## src/rtl/usb_phy_pkg.sv

```systemverilog
// Shared definitions for the USB PHY transmit path: sequencer states,
// the default SYNC byte and the LSB-first/MSB-first bit-order helper.
package usb_phy_pkg;

   typedef enum logic [2:0] {
      ST_IDLE,
      ST_SYNC_LD,
      ST_SYNC_WT,
      ST_DATA_LD,
      ST_DATA_WT,
      ST_EOP
   } tx_state_e;

   localparam logic [7:0] SYNC_PATTERN_DEFAULT = 8'h80;

   function automatic logic [7:0] bitrev8(input logic [7:0] b);
      logic [7:0] r;
      for (int i = 0; i < 8; i++) r[i] = b[7-i];
      return r;
   endfunction

endpackage

```

## src/rtl/usb_tx_sequencer.sv

```systemverilog
// UTMI transmit sequencer: frames a packet as SYNC bytes, data bytes and EOP,
// handing each byte to an external serializer and waiting for its done pulse.
module usb_tx_sequencer
   import usb_phy_pkg::*;
#(
   parameter int         SYNC_BYTES   = 1,
   parameter logic [7:0] SYNC_PATTERN = SYNC_PATTERN_DEFAULT,
   parameter int         EOP_TIMEOUT  = 64
) (
   input  logic       i_clk,
   input  logic       i_rst_n,
   input  logic       i_tx_valid,
   input  logic [7:0] i_tx_data,
   output logic       o_tx_ready,
   output logic [7:0] o_ser_data,
   output logic       o_ser_valid,
   output logic       o_ser_load,
   input  logic       i_ser_done,
   output logic       o_eop_req,
   input  logic       i_eop_done,
   output logic       o_tx_active,
   output logic       o_eop_timeout
);

   localparam int SYNC_CNT_W = $clog2(SYNC_BYTES + 1);
   localparam int TMO_CNT_W  = $clog2(EOP_TIMEOUT);

   localparam logic [SYNC_CNT_W-1:0] SYNC_LAST = SYNC_CNT_W'(SYNC_BYTES);
   localparam logic [TMO_CNT_W-1:0]  TMO_LAST  = TMO_CNT_W'(EOP_TIMEOUT - 1);
   localparam logic [7:0]            SYNC_WIRE = bitrev8(SYNC_PATTERN);

   tx_state_e             r_state;
   logic [SYNC_CNT_W-1:0] r_sync_cnt;
   logic [TMO_CNT_W-1:0]  r_tmo_cnt;
   logic [7:0]            r_ser_data;
   logic                  r_ser_load;
   logic                  r_ser_valid;
   logic                  r_tx_ready;
   logic                  r_eop_req;
   logic                  r_tx_active;
   logic                  r_eop_timeout;
   logic [7:0]            w_data_wire;

   assign w_data_wire = bitrev8(i_tx_data);

   always_ff @(posedge i_clk or negedge i_rst_n) begin
      if (!i_rst_n) begin
         r_state       <= ST_IDLE;
         r_sync_cnt    <= '0;
         r_tmo_cnt     <= '0;
         r_ser_data    <= '0;
         r_ser_load    <= 1'b0;
         r_ser_valid   <= 1'b0;
         r_tx_ready    <= 1'b0;
         r_eop_req     <= 1'b0;
         r_tx_active   <= 1'b0;
         r_eop_timeout <= 1'b0;
      end else begin
         // NOTE: strobes default low every cycle so each one is exactly one cycle wide.
         r_ser_data    <= '0;
         r_ser_load    <= 1'b0;
         r_ser_valid   <= 1'b0;
         r_tx_ready    <= 1'b0;
         r_eop_timeout <= 1'b0;
         case (r_state)
            ST_IDLE: begin
               r_sync_cnt <= '0;
               r_tmo_cnt  <= '0;
               if (i_tx_valid) begin
                  r_state     <= ST_SYNC_LD;
                  r_tx_active <= 1'b1;
                  r_ser_load  <= 1'b1;
                  r_ser_valid <= 1'b1;
                  r_ser_data  <= SYNC_WIRE;
               end
            end
            ST_SYNC_LD: begin
               r_state    <= ST_SYNC_WT;
               r_sync_cnt <= r_sync_cnt + SYNC_CNT_W'(1);
            end
            ST_SYNC_WT: begin
               if (i_ser_done) begin
                  if (r_sync_cnt < SYNC_LAST) begin
                     r_state     <= ST_SYNC_LD;
                     r_ser_load  <= 1'b1;
                     r_ser_valid <= 1'b1;
                     r_ser_data  <= SYNC_WIRE;
                  end else if (i_tx_valid) begin
                     r_state     <= ST_DATA_LD;
                     r_ser_load  <= 1'b1;
                     r_ser_valid <= 1'b1;
                     r_tx_ready  <= 1'b1;
                  end else begin
                     r_state   <= ST_EOP;
                     r_eop_req <= 1'b1;
                     r_tmo_cnt <= '0;
                  end
               end
            end
            ST_DATA_LD: begin
               r_state <= ST_DATA_WT;
            end
            ST_DATA_WT: begin
               if (i_ser_done) begin
                  if (i_tx_valid) begin
                     r_state     <= ST_DATA_LD;
                     r_ser_load  <= 1'b1;
                     r_ser_valid <= 1'b1;
                     r_tx_ready  <= 1'b1;
                  end else begin
                     r_state   <= ST_EOP;
                     r_eop_req <= 1'b1;
                     r_tmo_cnt <= '0;
                  end
               end
            end
            ST_EOP: begin
               // A done arriving on the last timeout cycle still counts as success.
               if (i_eop_done) begin
                  r_state     <= ST_IDLE;
                  r_eop_req   <= 1'b0;
                  r_tx_active <= 1'b0;
                  r_tmo_cnt   <= '0;
               end else if (r_tmo_cnt == TMO_LAST) begin
                  r_state       <= ST_IDLE;
                  r_eop_req     <= 1'b0;
                  r_tx_active   <= 1'b0;
                  r_eop_timeout <= 1'b1;
                  r_tmo_cnt     <= '0;
               end else begin
                  r_tmo_cnt <= r_tmo_cnt + TMO_CNT_W'(1);
               end
            end
            default: begin
               r_state     <= ST_IDLE;
               r_eop_req   <= 1'b0;
               r_tx_active <= 1'b0;
            end
         endcase
      end
   end

   // NOTE: the data byte bypasses the register so the UTMI byte is taken in the DATA_LD cycle itself.
   assign o_ser_data    = (r_state == ST_DATA_LD) ? w_data_wire : r_ser_data;
   assign o_ser_load    = r_ser_load;
   assign o_ser_valid   = r_ser_valid;
   assign o_tx_ready    = r_tx_ready;
   assign o_eop_req     = r_eop_req;
   assign o_tx_active   = r_tx_active;
   assign o_eop_timeout = r_eop_timeout;

endmodule

```

## config.mk

```make
export PLATFORM = sky130hd
export DESIGN_NAME = usb_tx_sequencer
export DESIGN_NICKNAME = d
export VERILOG_FILES = /design/src/rtl/usb_phy_pkg.sv /design/src/rtl/usb_tx_sequencer.sv
export SDC_FILE = /design/constraint.sdc
export NUM_CORES = 1
export LEC_CHECK = 0
export CORE_MARGIN = 2
export CORE_UTILIZATION = 48
export CTS_CLUSTER_DIAMETER = 60
export DETAILED_ROUTE_END_ITERATION = 7
export GPL_TIMING_DRIVEN = 0
export PLACE_DENSITY = 0.81
export SYNTH_ARGS = -nofsm -noshare
export SYNTH_HDL_FRONTEND = slang
export SYNTH_SLANG_ARGS = --single-unit
export TNS_END_PERCENT = 100
```

## constraint.sdc

```tcl
create_clock -name i_clk -period 3.71 [get_ports i_clk]
set_input_delay 0.742 -clock i_clk [delete_from_list [all_inputs] [get_ports i_clk]]
set_output_delay 0.742 -clock i_clk [all_outputs]
set_load 0.05 [all_outputs]
```

## Word level (Yosys, flattened, before mapping)

Index checks and enable logic that the tools add are counted.

- Add/subtract/negate cells: 2
- Bitwise gates (word level): 2
- Reductions and logical operators: 9
- Magnitude comparators: 1
- Equality and inequality tests: 11
- Muxes and demuxes: 41

Operators by type and width:

| operator | count |
|---|---|
| 6-bit two-way mux | 6 |
| 6-bit case mux with 4 select lines | 1 |
| 3-bit two-way mux | 7 |
| 1-bit two-way mux | 19 |
| 3-bit case mux with 6 select lines | 1 |
| 8-bit two-way mux | 1 |
| 2-bit inequality test, second input constant | 4 |
| 4-bit AND reduction | 2 |
| 6-bit by 1-bit adder with 6-bit output, second input constant | 1 |
| 3-bit by 2-bit equality test with 1-bit output, second input constant | 2 |
| 3-bit equality test, second input constant | 2 |
| 6-bit equality test, second input constant | 1 |
| 1-bit case mux with 2 select lines | 3 |
| 1-bit case mux with 3 select lines | 2 |
| 5-bit AND reduction | 1 |
| 1-bit case mux with 4 select lines | 1 |
| 4-bit nonzero test | 1 |
| 4-bit OR reduction | 1 |
| 3-bit by 1-bit equality test with 1-bit output, second input constant | 1 |
| 3-bit zero test | 1 |
| 3-bit inequality test, second input constant | 1 |
| 3-bit AND reduction | 1 |
| 3-bit OR reduction | 1 |
| 1-bit NOT | 2 |
| 3 further kinds | 3 |

- Word-level logic and storage cells: 75
- Register bits after elaboration: 23
- Bits of input ports: 13
- Output and inout port bits: 14

## Logic depth before layout (Yosys ltp)

- Word-level depth: 4
- Mapped depth: 6
- Gate-level depth less buffers: 5

## Worst setup path before layout

No wires, ideal clock.

- Path type: flip-flop to output port
- Start point: reg r_state[2]
- End point: out o_ser_data[0]
- Arrival: 1343 ps
- Cell stages (with the launch flop): 6
- Setup slack: 1625 ps
- Cells stage by stage: dfrtp_1 buf_6 inv_1 and3_1 clkbuf_1 mux2_2

- Cells in the longest elaborated chain, start to end: 2

RTL lines:

| element | line | text |
|---|---|---|
| from (decl) | usb_tx_sequencer.sv:32 | `tx_state_e r_state;` |
| from (signal assigned) | usb_tx_sequencer.sv:48 | `r_state <= ST_IDLE;` |
| from (signal assigned) | usb_tx_sequencer.sv:70 | `r_state <= ST_SYNC_LD;` |
| from (signal assigned) | usb_tx_sequencer.sv:78 | `r_state <= ST_SYNC_WT;` |
| 3-bit by 2-bit equality test with 1-bit output | usb_tx_sequencer.sv:144 | `assign o_ser_data = (r_state == ST_DATA_LD) ? w_data_wire : r_ser_data;` |
| 8-bit two-way mux | usb_tx_sequencer.sv:144 |  |
| to (decl) | usb_tx_sequencer.sv:15 | `output logic [7:0] o_ser_data,` |

No other way between the ends.

## Worst setup path in the final report

Same ends and word-level chain as after synthesis.

==> impl_metrics.csv <==
group,metric,value,unit
drt,drt-pass1-iter-count,4,
synth,syn_area,933,sq um
synth,seq_area_frac_synth,42.9,%
floorplan,ios,27,
drt,drcViolationCount,0,
synth,ys_warn_count,0,
synth,postSynthRegisterBits,16,
clock_network,cts_root_buffer,"clkbuf_4",
timing,maxClockFrequency,0.319,GHz
clock_network,cts_made_buffers,3,
clock_network,hold_buffers,0,
worst_hold_path,whs_path_depth,1,
timing,finalHoldViolCount,0,
synth,synth_most_common_cell,"dfrtp_1",
floorplan,dieHeight,48.1,um
synth,synth_nets,115,
clock_network,cts.sinks,16,
critical_path,r2r_end,"r_tmo_cnt[3]",
run,cap_viol_max_count,0,
synth,netlist_instances,101,
finish,finalNetCount,146,
global_route,grt_pass1_vias,724,
placed_design,port_buffers,26,
synth,synthArstFlopShare,100,%
power,peakVddDrop,0.505,mV
power,leakage,0.000555,uW
synth,synthFlopType,"dfrtp_1",
critical_path,required,2.97,ns
drt,drt_iter0_markers,21,
critical_path,startpoint_type,"flip-flop",
clock_network,clock_latency,0.29,ns
floorplan,die_w,48.1,um
synth,ys_top_cells_by_area,"dfrtp_1, a21oi_1, and2_1",
synth,synth_cell_types,38,
critical_path,timing.rr.start,"r_tmo_cnt[0]",
global_route,gr-usage-all-layers,20.4,%
drt,vias_per_cell,5.55,
finish,area_delta_synth_final,35.1,%
timing,layout_setup_ws,0.580,ns
global_route,grt_pass1_wl,3.17,mm
drt,routedWlPerCell,13.2,um
drt,wirelength,2.06,mm
timing,hold_ws,0.558,ns
worst_hold_path,hold_path.class,"reg2reg",
clock_network,post_cts_buffers,0,
synth,netlist_top_cells_count,"dfrtp_1, a21oi_1, nor2_1",
worst_hold_path,min_from,"r_tmo_cnt[2]",
timing,rsz0062_at_grt,"false",
global_route,gr-total-overflow,0,
floorplan,die-area,2310,sq um
timing,period_share,84.4,%
timing,drv_slew,0,
global_route,antenna_found_initial,0,
clock_network,clk_pin_slew,0.09,ns
synth,syn_area_per_cell,9.24,sq um
floorplan,rows,15,
clock_network,htreeDepth,1,
placed_design,gp_congestion,0.836,
timing,finalClockSkew,0.00175,ns
synth,yosysTopAreaCellShare,42.9,%
floorplan,core_area,1780,sq um
drt,final_antenna_net_count,0,
critical_path,r2r_cells,5,
floorplan,start_util,52.4,%
critical_path,path_class,"reg2out",
critical_path,worstPathArrival,2.39,ns
synth,synth_largest_area_cell,"dfrtp_1",
global_route,grt_max_degree,17,
clock_network,cts_tree,"built",
timing,setup_tns,0,ns
critical_path,rrSetupSlack,2.09,ns
finish,drive_above_1_share,13.7,%
clock_network,cts_resized,0,
worst_hold_path,min_delay_worst_endpoint,"r_tmo_cnt[2]",
outcome,status,"finished clean",
synth,synth_edf_count,0,
drt,vias,866,
placed_design,dp_slack,0.827,ns
placed_design,dp_hpwl,1.53,mm
critical_path,worstPathMaxFanout,8,
critical_path,critPathCaptureType,"output port",
timing,period_minus_slack,3.13,ns
clock_network,clk_path_buf_depth,2,
power,p_per_area,676,nW/um^2
timing,tightest_slew,0.719,ns
timing,setup_viol_count_final,0,
finish,num_antenna_cells,0,
timing,slew_headroom,51.9,%
## worst max-delay path by stage
stage                    endpoint  cells past startpoint    startpoint  slack (ns)
finish              o_ser_data[0]                      6    r_state[2]        0.58
global route        o_ser_data[0]                      6    r_state[2]        0.48
global placement    o_ser_data[5]                      3  i_tx_data[2]        0.85
detailed placement  o_ser_data[5]                      3  i_tx_data[2]        0.83
CTS                 o_ser_data[0]                      6    r_state[2]        0.56
floorplan           o_ser_data[0]                      5    r_state[2]        1.63
## power breakdown
part	leakage, uW	switching, uW	internal, uW
sequential	0.000213	38.5	222
combinational	0.000322	288	187
clock	0.0000210	57.8	59.9
## metal layers
layer | GRT usage, % | up-vias | wire length, um
met3 | 5.93 | 4 | 174
met5 | 0 | - | 0
met2 | 34.7 | 39 | 962
li1 | - | 422 | -
met1 | 24.4 | 401 | 891
met4 | 7.57 | 0 | 25
## sequential cells by signal, indices dropped and copies added (netlist names)
signal,flops
o_tx_active,1
o_eop_req,1
o_ser_valid,1
r_tmo_cnt,6
o_tx_ready,1
o_eop_timeout,1
r_state,3
r_sync_cnt,1
r_ser_data,1
## worst max-delay path, cell delays in order (launching register included)
cell and delay, ns:
dfrtp_1 0.38, buf_6 0.13, inv_1 0.12, and3_1 0.16
clkbuf_1 0.23, mux2_2 0.36, clkdlybuf4s50_1 0.70
## through the flow
stage / power, uW / instances / util (%) / area [sq um]
after floorplan: 602 / 101 / - / 933
after global placement: 725 / 152 / 68.7 / 1220
final: 853 / 156 / 70.7 / 1260
after CTS: 855 / 156 / 70.7 / 1260
after global routing: 911 / 156 / 70.7 / 1260
after detailed placement: 737 / 152 / 68.7 / 1220
## layout make-up
| cell class | instances | area (sq um) |
|---|---|---|
| Fill cell | 142 | 522 |
| Multi-Input combinational cell | 75 | 482 |
| Sequential cell | 16 | 400 |
| Timing Repair Buffer | 26 | 260 |
| Buffer | 7 | 40.0 |
| Clock buffer | 4 | 36.3 |
| Tap cell | 25 | 31.3 |
| Inverter | 3 | 11.3 |
## placed cells by master, fill, tap and decap left out, drive strengths merged, types with 2 or more instances in the layout
cell           instances
clkdlybuf4s50         26
dfrtp                 16
a21oi                 10
nor2                   9
nand2                  8
and2                   7
clkbuf                 7
o21ai                  4
buf                    4
inv                    3
nor3                   3
and3                   3
mux2                   3
nand3                  3
a31oi                  3
a211oi                 2
a211o                  2
a21o                   2
## kinds of logic after synthesis
group / Yosys count / share of synthesized area (%)
buffers and inverters: 10 / 5.50
AOI/OAI and AO/OA: 30 / 22.0
adders and majority gates: 2 / 2.41
muxes: 3 / 3.62
and+or+nand+nor: 39 / 22.7
xor gates and xnor gates: 1 / 0.939
DFF: 16 / 42.9
Note: power is estimated with default switching activity, not from simulation.
==> patch 1, RTL diff (same flow settings) <==
`EOP_TIMEOUT`: 64 -> 32.
--- a/src/rtl/usb_tx_sequencer.sv
+++ b/src/rtl/usb_tx_sequencer.sv
@@ -5,7 +5,7 @@
 #(
    parameter int         SYNC_BYTES   = 1,
    parameter logic [7:0] SYNC_PATTERN = SYNC_PATTERN_DEFAULT,
-   parameter int         EOP_TIMEOUT  = 64
+   parameter int         EOP_TIMEOUT  = 32
 ) (
    input  logic       i_clk,
    input  logic       i_rst_n,
Check against the original RTL: same outputs for any inputs over 10 cycles, from zero or initial values and one cycle with i_rst_n low; that may be too few to reach the edited logic, so the function may still have changed.
==> patch 1 against the original RTL <==
- clock power down 21%
- core utilization shrank 1.4 points
- power shrank 2.0%
- combinational power up 5.3%
- worst setup slack got worse by 0.0087 ns
- synthesized area decreased by 4.6%
- die area shrank 4.2%
- sequential cell count is 1 lower
- routed wire length fell by 5.5%
- final area decreased by 4.1%
==> patch 1: results (changes against the original RTL) <==
\begin{tabular}{lr}
\hline
Metric & Value \\
\hline
\multicolumn{2}{l}{\textbf{Drt}} \\
Initial detailed-routing violation count & 20 (was 21) \\
Average vias per placed instance & 5.40 (was 5.55) \\
Number of detailed-routing iterations run before antenna repair & 4 (unchanged) \\
Total wire length after detailed routing & 1.94 mm (was 2.06 mm) \\
\multicolumn{2}{l}{\textbf{Global routing}} \\
Via count of the first global-routing pass & 718 (was 724) \\
Wire length of the first global-routing pass & 3.10 mm (was 3.17 mm) \\
Met3 demand-to-capacity share in global routing & 0.0692 (was 0.0593) \\
Global routing met1 resource utilization & 0.226 (was 0.244) \\
Met2 Usage GRT & 0.353 (was 0.347) \\
Largest net degree at the start of global routing & 16 (was 17) \\
\multicolumn{2}{l}{\textbf{Cells and area}} \\
Filler cells & 141 (was 142) \\
Registers with the most flip-flops & r\_tmo\_cnt (5), r\_state (3) (was r\_tmo\_cnt (6), r\_state (3)) \\
Share of post-route cells with drive strength above 1 & 0.121 (was 0.137) \\
Final nets & 140 (was 146) \\
\multicolumn{2}{l}{\textbf{Place}} \\
Last weighted congestion value of the routability-driven placer & 0.808 (was 0.836) \\
\multicolumn{2}{l}{\textbf{Synth}} \\
Xor/xnor cell area share of the yosys netlist & 0.00983 (was 0.00938) \\
Most frequent cells after synthesis & dfrtp\_1 (15), and2\_1 (8), nand2\_1 (8), a21oi\_1 (7), o21ai\_0 (6) (was dfrtp\_1 (16), a21oi\_1 (10), nor2\_1 (9), and2\_1 (7), nand2\_1 (7)) \\
Area share of fa/ha/maj cells after synthesis & 0.0393 (was 0.0241) \\
Synth cell types & 37 (was 38) \\
Net count after synthesis & 109 (was 115) \\
Synthesized-area fraction occupied by ao, oa, aoi and oai cells & 0.190 (was 0.220) \\
Register area share after synthesis & 0.421 (was 0.429) \\
\multicolumn{2}{l}{\textbf{Pwr}} \\
Leakage power figure & 0.543 nW (was 0.555 nW) \\
\multicolumn{2}{l}{\textbf{Status}} \\
Run status & finished, final reports clean (unchanged) \\
\multicolumn{2}{l}{\textbf{Worst hold path}} \\
Start point of the worst hold path & r\_tmo\_cnt[4] (was r\_tmo\_cnt[2]) \\
Hold Crit Endpoint & r\_tmo\_cnt[4] (was r\_tmo\_cnt[2]) \\
\multicolumn{2}{l}{\textbf{Timing}} \\
Final setup skew & 0.0130 ns (was 0.00175 ns) \\
Slew margin rel. & 0.567 (was 0.519) \\
\multicolumn{2}{l}{\textbf{Worst setup path}} \\
Flop2flop setup slack & 1.80 ns (was 2.09 ns) \\
Number of cells on the worst reg-to-reg path & 7 (was 5) \\
\hline
\end{tabular}
[patch 1: where the power goes]
part | total, W | switching [W] | internal (W)
Clock | 0.0000928 | 0.0000528 | 0.0000401
Sequential | 0.000242 | 0.0000377 | 0.000205
Combinational | 0.000500 | 0.000315 | 0.000185
Total | 0.000835 | 0.000406 | 0.000430
[patch 1: area by class of cell]
class	count	area (um^2)	area share
flip-flops and latches	15	375	0.310
well taps	25	31.3	0.0259
inverters	3	11.3	0.00931
repair buffers	26	260	0.215
clock inverters	1	5.00	0.00414
clock buffers	3	22.5	0.0186
multi-input cells	70	473	0.391
plain buffers	6	31.3	0.0259
[patch 1: cell families after synthesis]
group,after synthesis
AO/OA/AOI/OAI,26
XOR/XNOR,1
adder cells (fa/ha/maj),3
buffers and inverters,9
flip-flops,15
multiplexers,1
AND/OR/NAND/NOR,39
[patch 1: per-stage QoR]
step / hold WS [ns] / setup WS (ns) / instance area (um^2) / utilization / cells
after floorplan: 0.446 / 1.63 / 891 / - / 94
after CTS: 0.528 / 0.561 / 1210 / 0.693 / 149
after detailed placement: 0.505 / 0.792 / 1180 / 0.677 / 145
after global routing: 0.559 / 0.425 / 1210 / 0.693 / 149
after global placement: 0.496 / 0.852 / 1180 / 0.677 / 145
final: 0.521 / 0.571 / 1210 / 0.693 / 149
[patch 1: critical path, cell delays in order (launching register included)]
cell and delay (ns):
dfrtp_1 0.49, inv_2 0.17, and3_1 0.16, clkbuf_1 0.26, mux2_4 0.34, clkdlybuf4s50_1 0.71
[patch 1: layer usage]
layer	part of all wire	routed length [um]	vias to the layer above
met2	0.52	1020	24
met5	0	0	-
met1	0.41	797	381
met3	0.047	92	4
li1	-	-	396
met4	0.019	36	0
==> patch 2, RTL diff (config.mk and constraints unchanged) <==
Without the edit above. Put one more register stage on the output `o_eop_timeout`, cleared by the reset. The value now appears one clock later. The other outputs are not delayed to match.
--- a/src/rtl/usb_tx_sequencer.sv
+++ b/src/rtl/usb_tx_sequencer.sv
@@ -147,7 +147,13 @@
    assign o_tx_ready    = r_tx_ready;
    assign o_eop_req     = r_eop_req;
    assign o_tx_active   = r_tx_active;
-   assign o_eop_timeout = r_eop_timeout;
+   always_ff @(posedge i_clk or negedge i_rst_n) begin
+      if (!i_rst_n) begin
+         o_eop_timeout <= '0;
+      end else begin
+         o_eop_timeout <= r_eop_timeout;
+      end
+   end
 
 endmodule
 
Function: no difference found for any inputs over 10 cycles, from zero or initial values and one cycle with i_rst_n low; that may be too few to reach the edited logic, so the function may still have changed.
==> patch 2 against the original RTL <==
- power rose by 8.0%
- largest power group unchanged
- routed wire length is 11% higher
- first-iteration DRC count shrank 4.8%
- synthesized area rose by 6.3%
- maximum frequency up 5.5%
- die area up 5.8%
- combinational power up 15%
- worst setup slack improved by 0.16 ns
- final area is 3.6% higher
- sequential cell count increased by 1
- synthesized cell count unchanged
==> patch 2: results (changes against the original RTL) <==
\begin{tabular}{lr}
\hline
Metric & Value \\
\hline
\multicolumn{2}{l}{\textbf{Global routing}} \\
Met3 demand-to-capacity share in global routing & 0.0485 (was 0.0593) \\
Largest net degree at the start of global routing & 18 (was 17) \\
Wire length of the first global-routing pass & 3.87 mm (was 3.17 mm) \\
Via count of the first global-routing pass & 857 (was 724) \\
Global routing met1 resource utilization & 0.259 (was 0.244) \\
Overall routing resource usage & 0.208 (was 0.204) \\
Met2 Usage GRT & 0.351 (was 0.347) \\
\multicolumn{2}{l}{\textbf{Worst setup path}} \\
Number of cells on the worst reg-to-reg path & 4 (was 5) \\
Worst Path Arrival & 2.23 ns (was 2.39 ns) \\
Largest fanout on the critical path & 10 (was 8) \\
\multicolumn{2}{l}{\textbf{Drt}} \\
Number of detailed-routing iterations run before antenna repair & 5 (was 4) \\
Initial detailed-routing violation count & 20 (was 21) \\
Overall via count from detail\_route & 893 (was 866) \\
Wire length per cell after detailed routing & 14.6 um (was 13.2 um) \\
\multicolumn{2}{l}{\textbf{Synth}} \\
Most frequent cells after synthesis & dfrtp\_1 (17), and3\_1 (8), a21oi\_1 (7), nand2\_1 (6), nor3\_1 (5) (was dfrtp\_1 (16), a21oi\_1 (10), nor2\_1 (9), and2\_1 (7), nand2\_1 (7)) \\
Register area share after synthesis & 0.429 (about the same) \\
Largest cells by area after synthesis & dfrtp\_1 (43\%), and3\_1 (5.0\%), a21oi\_1 (3.5\%) (was dfrtp\_1 (43\%), a21oi\_1 (5.4\%), and2\_1 (4.7\%)) \\
\multicolumn{2}{l}{\textbf{Pwr}} \\
Max VDD drop & 0.484 mV (was 0.505 mV) \\
Leakage power figure & 0.598 nW (was 0.555 nW) \\
\multicolumn{2}{l}{\textbf{Cells and area}} \\
Final nets & 145 (was 146) \\
Filler cells & 175 (was 142) \\
Share of post-route cells with drive strength above 1 & 0.138 (was 0.137) \\
\multicolumn{2}{l}{\textbf{Timing}} \\
Worst Hold Slack & 0.371 ns (was 0.558 ns) \\
Final setup skew & 0.0144 ns (was 0.00175 ns) \\
Slew margin rel. & 0.513 (was 0.519) \\
\multicolumn{2}{l}{\textbf{Status}} \\
Run status & finished, final reports clean (unchanged) \\
\multicolumn{2}{l}{\textbf{CTS}} \\
Clk slew on worst S/H paths & 0.12 ns (was 0.09 ns) \\
\multicolumn{2}{l}{\textbf{Place}} \\
HPWL after detailed placement & 1.66 mm (was 1.53 mm) \\
Last weighted congestion value of the routability-driven placer & 0.824 (was 0.836) \\
\hline
\end{tabular}
## patch 2: routing by layer
metal  wire length [um]  share of wire  vias up
met1               1030           0.45      423
met3                108          0.047        6
met4                 27          0.012        0
met5                  0              0        -
met2               1120           0.49       29
li1                   -              -      435
## patch 2: area by class of cell
| class | count | area, um^2 | share of cell area |
|---|---|---|---|
| clock buffers | 3 | 22.5 | 0.0172 |
| inverters | 3 | 11.3 | 0.00862 |
| well taps | 27 | 33.8 | 0.0259 |
| clock inverters | 1 | 7.51 | 0.00575 |
| flip-flops and latches | 17 | 425 | 0.326 |
| repair buffers | 25 | 250 | 0.192 |
| plain buffers | 7 | 41.3 | 0.0316 |
| multi-input cells | 74 | 514 | 0.394 |
## patch 2: cell families after synthesis
| family | Yosys count | synth area share |
|---|---|---|
| xor+xnor | 1 | 0.00883 |
| flops | 17 | 0.429 |
| mux | 3 | 0.0328 |
| fa+ha+maj | 1 | 0.0126 |
| compound gates | 31 | 0.227 |
| buf+inv | 10 | 0.0530 |
| simple gates | 38 | 0.237 |
## patch 2: worst reg2reg max path, cell delays in order (launching register included)
cell	delay, ns
dfrtp_1	0.44
ha_1	0.32
a31oi_4	0.19
and3_1	0.20
a211o_1	0.22
## patch 2: report_power, final
part           internal (W)  total (W)  switching, W
combinational      0.000208   0.000544      0.000337
sequential         0.000228   0.000270     0.0000420
clock             0.0000411   0.000107     0.0000660
total              0.000476   0.000921      0.000445
## patch 2: worst max path at each step
stage	endpoint	start
2_1_floorplan	o_ser_data[0]	r_state[2]
3_3_place_gp	o_ser_data[2]	i_tx_data[5]
3_5_place_dp	o_ser_data[2]	i_tx_data[5]
4_1_cts	o_ser_data[0]	r_state[2]
5_1_grt	o_ser_data[0]	r_state[2]
6_report	o_ser_data[0]	r_state[2]
## patch 2: stage by stage
step	std cells	total power [W]	utilization	setup WS [ns]	area, um^2
2_1_floorplan	101	0.000657	-	1.70	992
3_3_place_gp	153	0.000796	0.651	0.837	1280
3_5_place_dp	153	0.000812	0.651	0.779	1280
4_1_cts	157	0.000921	0.666	0.723	1310
5_1_grt	157	0.000976	0.666	0.625	1310
6_report	157	0.000921	0.666	0.742	1310
